**config.mk**
```make
export PLATFORM = sky130hd
export DESIGN_NAME = operand_fwd_reg
export DESIGN_NICKNAME = d
export VERILOG_FILES = /design/src/rtl/operand_fwd_reg.sv
export SDC_FILE = /design/constraint.sdc
export NUM_CORES = 1
export LEC_CHECK = 0
export CAP_MARGIN = 20
export CORE_AREA = 2 2 190 192
export CTS_CLUSTER_SIZE = 20
export DETAILED_ROUTE_END_ITERATION = 12
export DIE_AREA = 0 0 192 194
export PLACE_DENSITY_LB_ADDON = 0.3
export SLEW_MARGIN = 20
export SYNTH_ARGS = -nofsm -noshare
export SYNTH_HDL_FRONTEND = slang
export SYNTH_SLANG_ARGS = --single-unit
```
**constraint.sdc**
```tcl
create_clock -name clk -period 3.15 [get_ports clk]
set_input_delay 0.4725 -clock clk [delete_from_list [all_inputs] [get_ports clk]]
set_output_delay 0.4725 -clock clk [all_outputs]
set_load 0.02 [all_outputs]
```
**src/rtl/operand_fwd_reg.sv**
```systemverilog
// ID-stage operand selector with EX/MEM/WB forwarding, XZR handling and
// load-use detection, feeding the registered ID/EX operand slot.
module operand_fwd_reg #(
  parameter int DATA_W    = 64,
  parameter int ADDR_W    = 5,
  parameter int NUM_PORTS = 2,
  parameter int ZERO_REG  = 31
) (
  input  logic                        clk,
  input  logic                        rst,
  input  logic                        stall_i,
  input  logic                        flush_i,
  input  logic [NUM_PORTS-1:0]        rd_en_i,
  input  logic [NUM_PORTS*ADDR_W-1:0] rd_addr_i,
  input  logic [NUM_PORTS*DATA_W-1:0] rf_data_i,
  input  logic                        ex_we_i,
  input  logic                        ex_is_load_i,
  input  logic [ADDR_W-1:0]           ex_waddr_i,
  input  logic [DATA_W-1:0]           ex_wdata_i,
  input  logic                        mem_we_i,
  input  logic [ADDR_W-1:0]           mem_waddr_i,
  input  logic [DATA_W-1:0]           mem_wdata_i,
  input  logic                        wb_we_i,
  input  logic [ADDR_W-1:0]           wb_waddr_i,
  input  logic [DATA_W-1:0]           wb_wdata_i,
  output logic [NUM_PORTS*DATA_W-1:0] operand_o,
  output logic [NUM_PORTS*2-1:0]      fwd_sel_o,
  output logic                        valid_o,
  output logic                        load_use_stall_o
);

  localparam logic [ADDR_W-1:0] ZR = ADDR_W'(ZERO_REG);

  // A producer targeting XZR never forwards; an EX load has no data yet.
  logic ex_fwd, ex_ld, mem_fwd, wb_fwd;
  assign ex_fwd  = ex_we_i & ~ex_is_load_i & (ex_waddr_i != ZR);
  assign ex_ld   = ex_we_i &  ex_is_load_i & (ex_waddr_i != ZR);
  assign mem_fwd = mem_we_i & (mem_waddr_i != ZR);
  assign wb_fwd  = wb_we_i  & (wb_waddr_i  != ZR);

  logic [NUM_PORTS*DATA_W-1:0] sel_data;
  logic [NUM_PORTS*2-1:0]      sel_src;
  logic [NUM_PORTS-1:0]        hz;
  logic                        load_use;

  always_comb begin
    sel_data = '0;
    sel_src  = '0;
    hz       = '0;
    for (int p = 0; p < NUM_PORTS; p++) begin
      if (rd_en_i[p] && (rd_addr_i[p*ADDR_W +: ADDR_W] != ZR)) begin
        if (ex_fwd && (ex_waddr_i == rd_addr_i[p*ADDR_W +: ADDR_W])) begin
          sel_data[p*DATA_W +: DATA_W] = ex_wdata_i;
          sel_src[p*2 +: 2]            = 2'd1;
        end else if (mem_fwd && (mem_waddr_i == rd_addr_i[p*ADDR_W +: ADDR_W])) begin
          sel_data[p*DATA_W +: DATA_W] = mem_wdata_i;
          sel_src[p*2 +: 2]            = 2'd2;
        end else if (wb_fwd && (wb_waddr_i == rd_addr_i[p*ADDR_W +: ADDR_W])) begin
          sel_data[p*DATA_W +: DATA_W] = wb_wdata_i;
          sel_src[p*2 +: 2]            = 2'd3;
        end else begin
          sel_data[p*DATA_W +: DATA_W] = rf_data_i[p*DATA_W +: DATA_W];
          sel_src[p*2 +: 2]            = 2'd0;
        end
        // The EX load is the youngest producer, so older matches cannot hide it.
        hz[p] = ex_ld && (ex_waddr_i == rd_addr_i[p*ADDR_W +: ADDR_W]);
      end
    end
  end

  assign load_use         = |hz;
  assign load_use_stall_o = load_use & ~rst;

  always_ff @(posedge clk) begin
    if (rst) begin
      operand_o <= '0;
      fwd_sel_o <= '0;
      valid_o   <= 1'b0;
    end else if (flush_i) begin
      operand_o <= '0;
      fwd_sel_o <= '0;
      valid_o   <= 1'b0;
    end else if (stall_i) begin
      operand_o <= operand_o;
      fwd_sel_o <= fwd_sel_o;
      valid_o   <= valid_o;
    end else if (load_use) begin
      operand_o <= '0;
      fwd_sel_o <= '0;
      valid_o   <= 1'b0;
    end else begin
      operand_o <= sel_data;
      fwd_sel_o <= sel_src;
      valid_o   <= 1'b1;
    end
  end

endmodule

```
### Word-level counts from Yosys, hierarchy flattened

Index checks and enable logic that the tools add are counted.

| storage, ports and cells | value |
|---|---|
| register bits | 133 |
| input port bits | 355 |
| output and inout bits | 134 |
| word-level logic and storage cells | 56 |

| operators by class | value |
|---|---|
| eq/ne operators | 11 |
| multiplexer cells | 21 |
| bitwise logic cells | 9 |
| reductions and logical operators | 12 |

Operator list:

| cell | count |
|---|---|
| 2-to-1 mux 64 bit | 8 |
| 2-to-1 mux 128 bit | 1 |
| equality test 5 bit | 6 |
| inequality test 5 bit, second input constant | 5 |
| 2-to-1 mux 2 bit | 8 |
| logical AND 1 bit | 10 |
| bitwise AND 1 bit | 7 |
| 2-to-1 mux 4 bit | 1 |
| OR reduction 2 bit | 2 |
| 2-to-1 mux 1 bit | 3 |
| inverter 1 bit | 2 |

### Depth between registers and ports, before layout

| depth | value |
|---|---|
| depth after elaboration | 8 |
| gate-level depth with buffers | 9 |
| depth with buffers taken out | 6 |

### Worst setup path after synthesis

Ideal clock, no wire load.

| path | value |
|---|---|
| path kind | in2reg |
| from | input port mem_waddr_i[4] |
| to | register operand_o[39] |
| library setup time | 0.122 ns |
| data arrival time | 1.995 ns |
| data required time | 3.028 ns |
| setup slack | 1.033 ns |
| stages | 8 |
| path buffers | 3 |
| path through | xor2_1 > or4_1 > clkbuf_1 > clkbuf_1 > clkbuf_1 > nor2_1 > a211oi_1 > a221o_1 |

| between the ends | value |
|---|---|
| cells in the longest elaborated chain, start to end | 7 |
| elaborated cells on any way between the ends | 8 |
| those cells by class | eq/ne: 2; mux: 4; bitwise: 1; reduce/logical: 1 |

RTL lines:

| what | line | text |
|---|---|---|
| start: declaration | 21 | `input logic [ADDR_W-1:0] mem_waddr_i,` |
| inequality test 5 bit | 38 | `assign mem_fwd = mem_we_i & (mem_waddr_i != ZR);` |
| bitwise AND 1 bit | 38 |  |
| logical AND 1 bit (*) | 55 | `end else if (mem_fwd && (mem_waddr_i == rd_addr_i[p*ADDR_W +: ADDR_W])) begin` |
| 2-to-1 mux 64 bit (*) | 55 |  |
| 2-to-1 mux 64 bit (*) | 52 | `if (ex_fwd && (ex_waddr_i == rd_addr_i[p*ADDR_W +: ADDR_W])) begin` |
| 2-to-1 mux 64 bit (*) | 51 | `if (rd_en_i[p] && (rd_addr_i[p*ADDR_W +: ADDR_W] != ZR)) begin` |
| 2-to-1 mux 128 bit (*) | 87 | `end else if (load_use) begin` |
| end signal: assignment | 84 | `operand_o <= operand_o;` |
| end signal: assignment | 92 | `operand_o <= sel_data;` |
| end: declaration | 26 | `output logic [NUM_PORTS*DATA_W-1:0] operand_o,` |

Mark *: on every way between the ends. The rest lies on a longest branch, timed or not.
A chain may end at the register's enable or synchronous reset.

### Final worst setup path

| path | value |
|---|---|
| from | input port ex_waddr_i[0] |
| to | output port load_use_stall_o |

| between the ends | value |
|---|---|
| cells in the longest elaborated chain, start to end | 6 |
| elaborated cells on any way between the ends | 10 |
| those cells by class | eq/ne: 3; mux: 2; bitwise: 2; reduce/logical: 3 |

RTL lines:

| what | line | text |
|---|---|---|
| start: declaration | 18 | `input logic [ADDR_W-1:0] ex_waddr_i,` |
| inequality test 5 bit | 37 | `assign ex_ld = ex_we_i & ex_is_load_i & (ex_waddr_i != ZR);` |
| bitwise AND 1 bit | 37 |  |
| logical AND 1 bit | 66 | `hz[p] = ex_ld && (ex_waddr_i == rd_addr_i[p*ADDR_W +: ADDR_W]);` |
| 2-to-1 mux 1 bit | 51 |  |
| OR reduction 2 bit (*) | 71 | `assign load_use = \|hz;` |
| bitwise AND 1 bit (*) | 72 | `assign load_use_stall_o = load_use & ~rst;` |
| end: declaration | 29 | `output logic load_use_stall_o` |

Marked as above.

==> qor.csv <==
metric,value,unit
status,"complete, no violations",
Clock Skew,0,ns
Sink Count,133,
# DRC,0,
Ys Warns,0,
DR iter-0 viols,410,
most frequent cells in the layout,"clkdlybuf4s50_1 (488), nand2_1 (220), dfxtp_1 (133), nor2_1 (70), o21ai_0 (68)",
register area,0.002663,mm²
Setup crit end kind,output port,
R2R Setup Slk,2.23,ns
die area,0.03725,mm²
clock root cell,clkbuf_16,
HP Class,reg2reg,
GRT Total Usage,20.95,%
area grow syn2layout,71.68,%
synthesized flop and latch total,133,
initial core utilization,24.27,%
critical path capture point,load_use_stall_o,
vias in the first global route,10180,
share of cells above drive strength 1,12.73,%
Worst Path Arrival,2.53,ns
Pwr Total,0.004753,W
hold path cells,2,
final hold viol count,0,
post-route clock period utilization,95.39,%
Fin Hold WS,0.4782,ns
number of I/O pins,489,
setup tns final,0,ns
grt total ovfl,0,
Die Ht,194,µm
crit path from,ex_waddr_i[0],
Worst R2R Start,operand_o[120],
"commonest non-fill, non-tap cell in the layout",clkdlybuf4s50_1,
fmax,332.8,MHz
drt via density,5.112,
CTS tree,built,
via count,10030,
crit start category,input port,
I/O Buffers,488,
initial antenna violation count,1,
H-tree levels,4,
RSZ-0062 raised after global routing,no,
Rows,69,
CORE AREA,0.03522,mm²
Worst VDD drop,0.3740,mV
clock-pin slew on the worst setup and hold paths,0.06,ns
syn_nets,1396,
clock tree buffer depth,2,
post-synthesis sequential area ratio,31.14,%
per-cell routed wire length,20.53,µm
pin count of the biggest net entering global routing,81,
router iterations before antenna repair,5,
R2R depth,3,
Crit Path Class,in2out,
antenna-violating nets left,0,
Final Worst Setup Slack,0.1454,ns
Syn Area/Cell,8.213,µm²
worst slack at placement,0.04995,ns
Max Cap Viol,0,
Final Setup Violations,0,
Synth Instances,1041,
area taken by multi-input logic gates,0.005484,mm²
Leakage,5.757,nW
cts bufs inserted,17,
cell area power density,323.8,mW/mm²
filler cell count in the final layout,3513,
Synth cell types,39,
Die X,192,µm
first-pass GRT wire length,59.88,mm
dpl hpwl,29.13,mm
final wirelength,40.27,mm
Slew Limit Fails,0,
worst rel slew slack,57.61,%
WP data required,2.68,ns
Final nets,1842,
Final min period,3.005,ns
Reg2Reg Capture Point,operand_o[120],
CTS Hold Bufs,0,
gp weighted congestion,0.8676,
clk_lat worst skew,0.43,ns
Post-Syn Area,0.008549,mm²
crit-path max FO,3,
Worst-Margin Slew,0.6359,ns
flip-flops by register name, summed over array words and instances, names as in the netlist:
register	cells
valid_o	1
fwd_sel_o	4
operand_o	128
timing repair:
item,in CTS,in global routing
buffers inserted,0,0
setup endpoints to repair,0,1
gates resized for setup,0,2
per-stage QoR:
stage                     cells  util (%)  cell area, µm²
after global routing       1962     41.67           14680
after global placement     1929     40.00           14090
final                      1962     41.67           14680
after CTS                  1961     41.62           14660
after floorplan            1041         -            8549
after detailed placement   1929     40.00           14090
how the worst min path moves through the flow:
stage / startpoint / to / slack, ns
floorplan: fwd_sel_o[0] / fwd_sel_o[0] / 0.54
global placement: fwd_sel_o[1] / fwd_sel_o[1] / 0.45
detailed placement: fwd_sel_o[0] / fwd_sel_o[0] / 0.45
CTS: fwd_sel_o[0] / fwd_sel_o[0] / 0.47
global route: operand_o[26] / operand_o[26] / 0.50
finish: operand_o[65] / operand_o[65] / 0.48
Yosys cell counts:
library cell	n	area [µm²]
nand2_1	220	825.8
dfxtp_1	133	2663
clkbuf_1	73	274.0
nor2_1	70	262.8
o21ai_0	68	340.3
a211oi_1	64	480.5
a221o_1	64	640.6
mux2i_1	64	640.6
a31o_2	56	490.5
a21boi_0	55	412.9
a22oi_2	51	638.1
xnor2_1	18	157.7
buf_2	15	75.07
xor2_1	12	105.1
a2bb2oi_1	9	78.83
a31oi_1	9	56.30
nand3_1	9	45.04
buf_6	7	78.83
buf_1	5	18.77
nand4_1	5	31.28
a22oi_1	4	30.03
a21oi_1	3	15.01
nor3_1	3	15.01
o21a_1	3	22.52
or4_1	3	22.52
and2_1	2	12.51
nor2b_1	2	12.51
nor4_1	2	12.51
or2_2	2	12.51
and3_1	1	6.260
inv_1	1	3.750
nand3b_1	1	7.510
nor3b_1	1	7.510
o211ai_1	1	7.510
o211ai_2	1	12.51
o21ai_2	1	8.760
o31ai_1	1	7.510
or3_1	1	6.260
or4_4	1	11.26
cell families after synthesis:
logic type,synth area share [%]
AOI/OAI and AO/OA,37.92
xor gates and xnor gates,3.073
muxes,7.493
and+or+nand+nor,15.10
DFF,31.14
buffers and inverters,5.269
routing by layer:
| metal | vias to the layer above | track usage (%) | part of all wire [%] |
|---|---|---|---|
| li1 | 4792 | - | - |
| met1 | 4746 | 23.77 | 40 |
| met2 | 406 | 35.89 | 48 |
| met3 | 85 | 6.118 | 8.0 |
| met4 | 0 | 9.839 | 3.7 |
| met5 | - | 0 | 0 |
worst max-delay path, cell delays in order:
cell,delay (ns)
clkdlybuf4s50_1,0.55
xnor2_1,0.14
nand2_1,0.14
nor4_4,0.32
a31o_2,0.16
nor2b_1,0.13
clkdlybuf4s50_1,0.61
where the power goes:
group | internal (W) | switching, W | total, W
clock network | 0.00115 | 0.000823 | 0.00197
logic | 0.000634 | 0.000407 | 0.00104
registers | 0.00172 | 0.0000212 | 0.00174
layout make-up:
type | count | share of cell area, %
timing repair buffer | 527 | 36.64
clock inverter | 11 | 0.6820
inverter | 1 | 0.02557
multi-input combinational | 807 | 37.36
clock buffer | 21 | 3.205
sequential | 133 | 18.14
tap | 461 | 3.930
antenna | 1 | 0.01705
No activity file was read; power rests on OpenSTA's default activity.
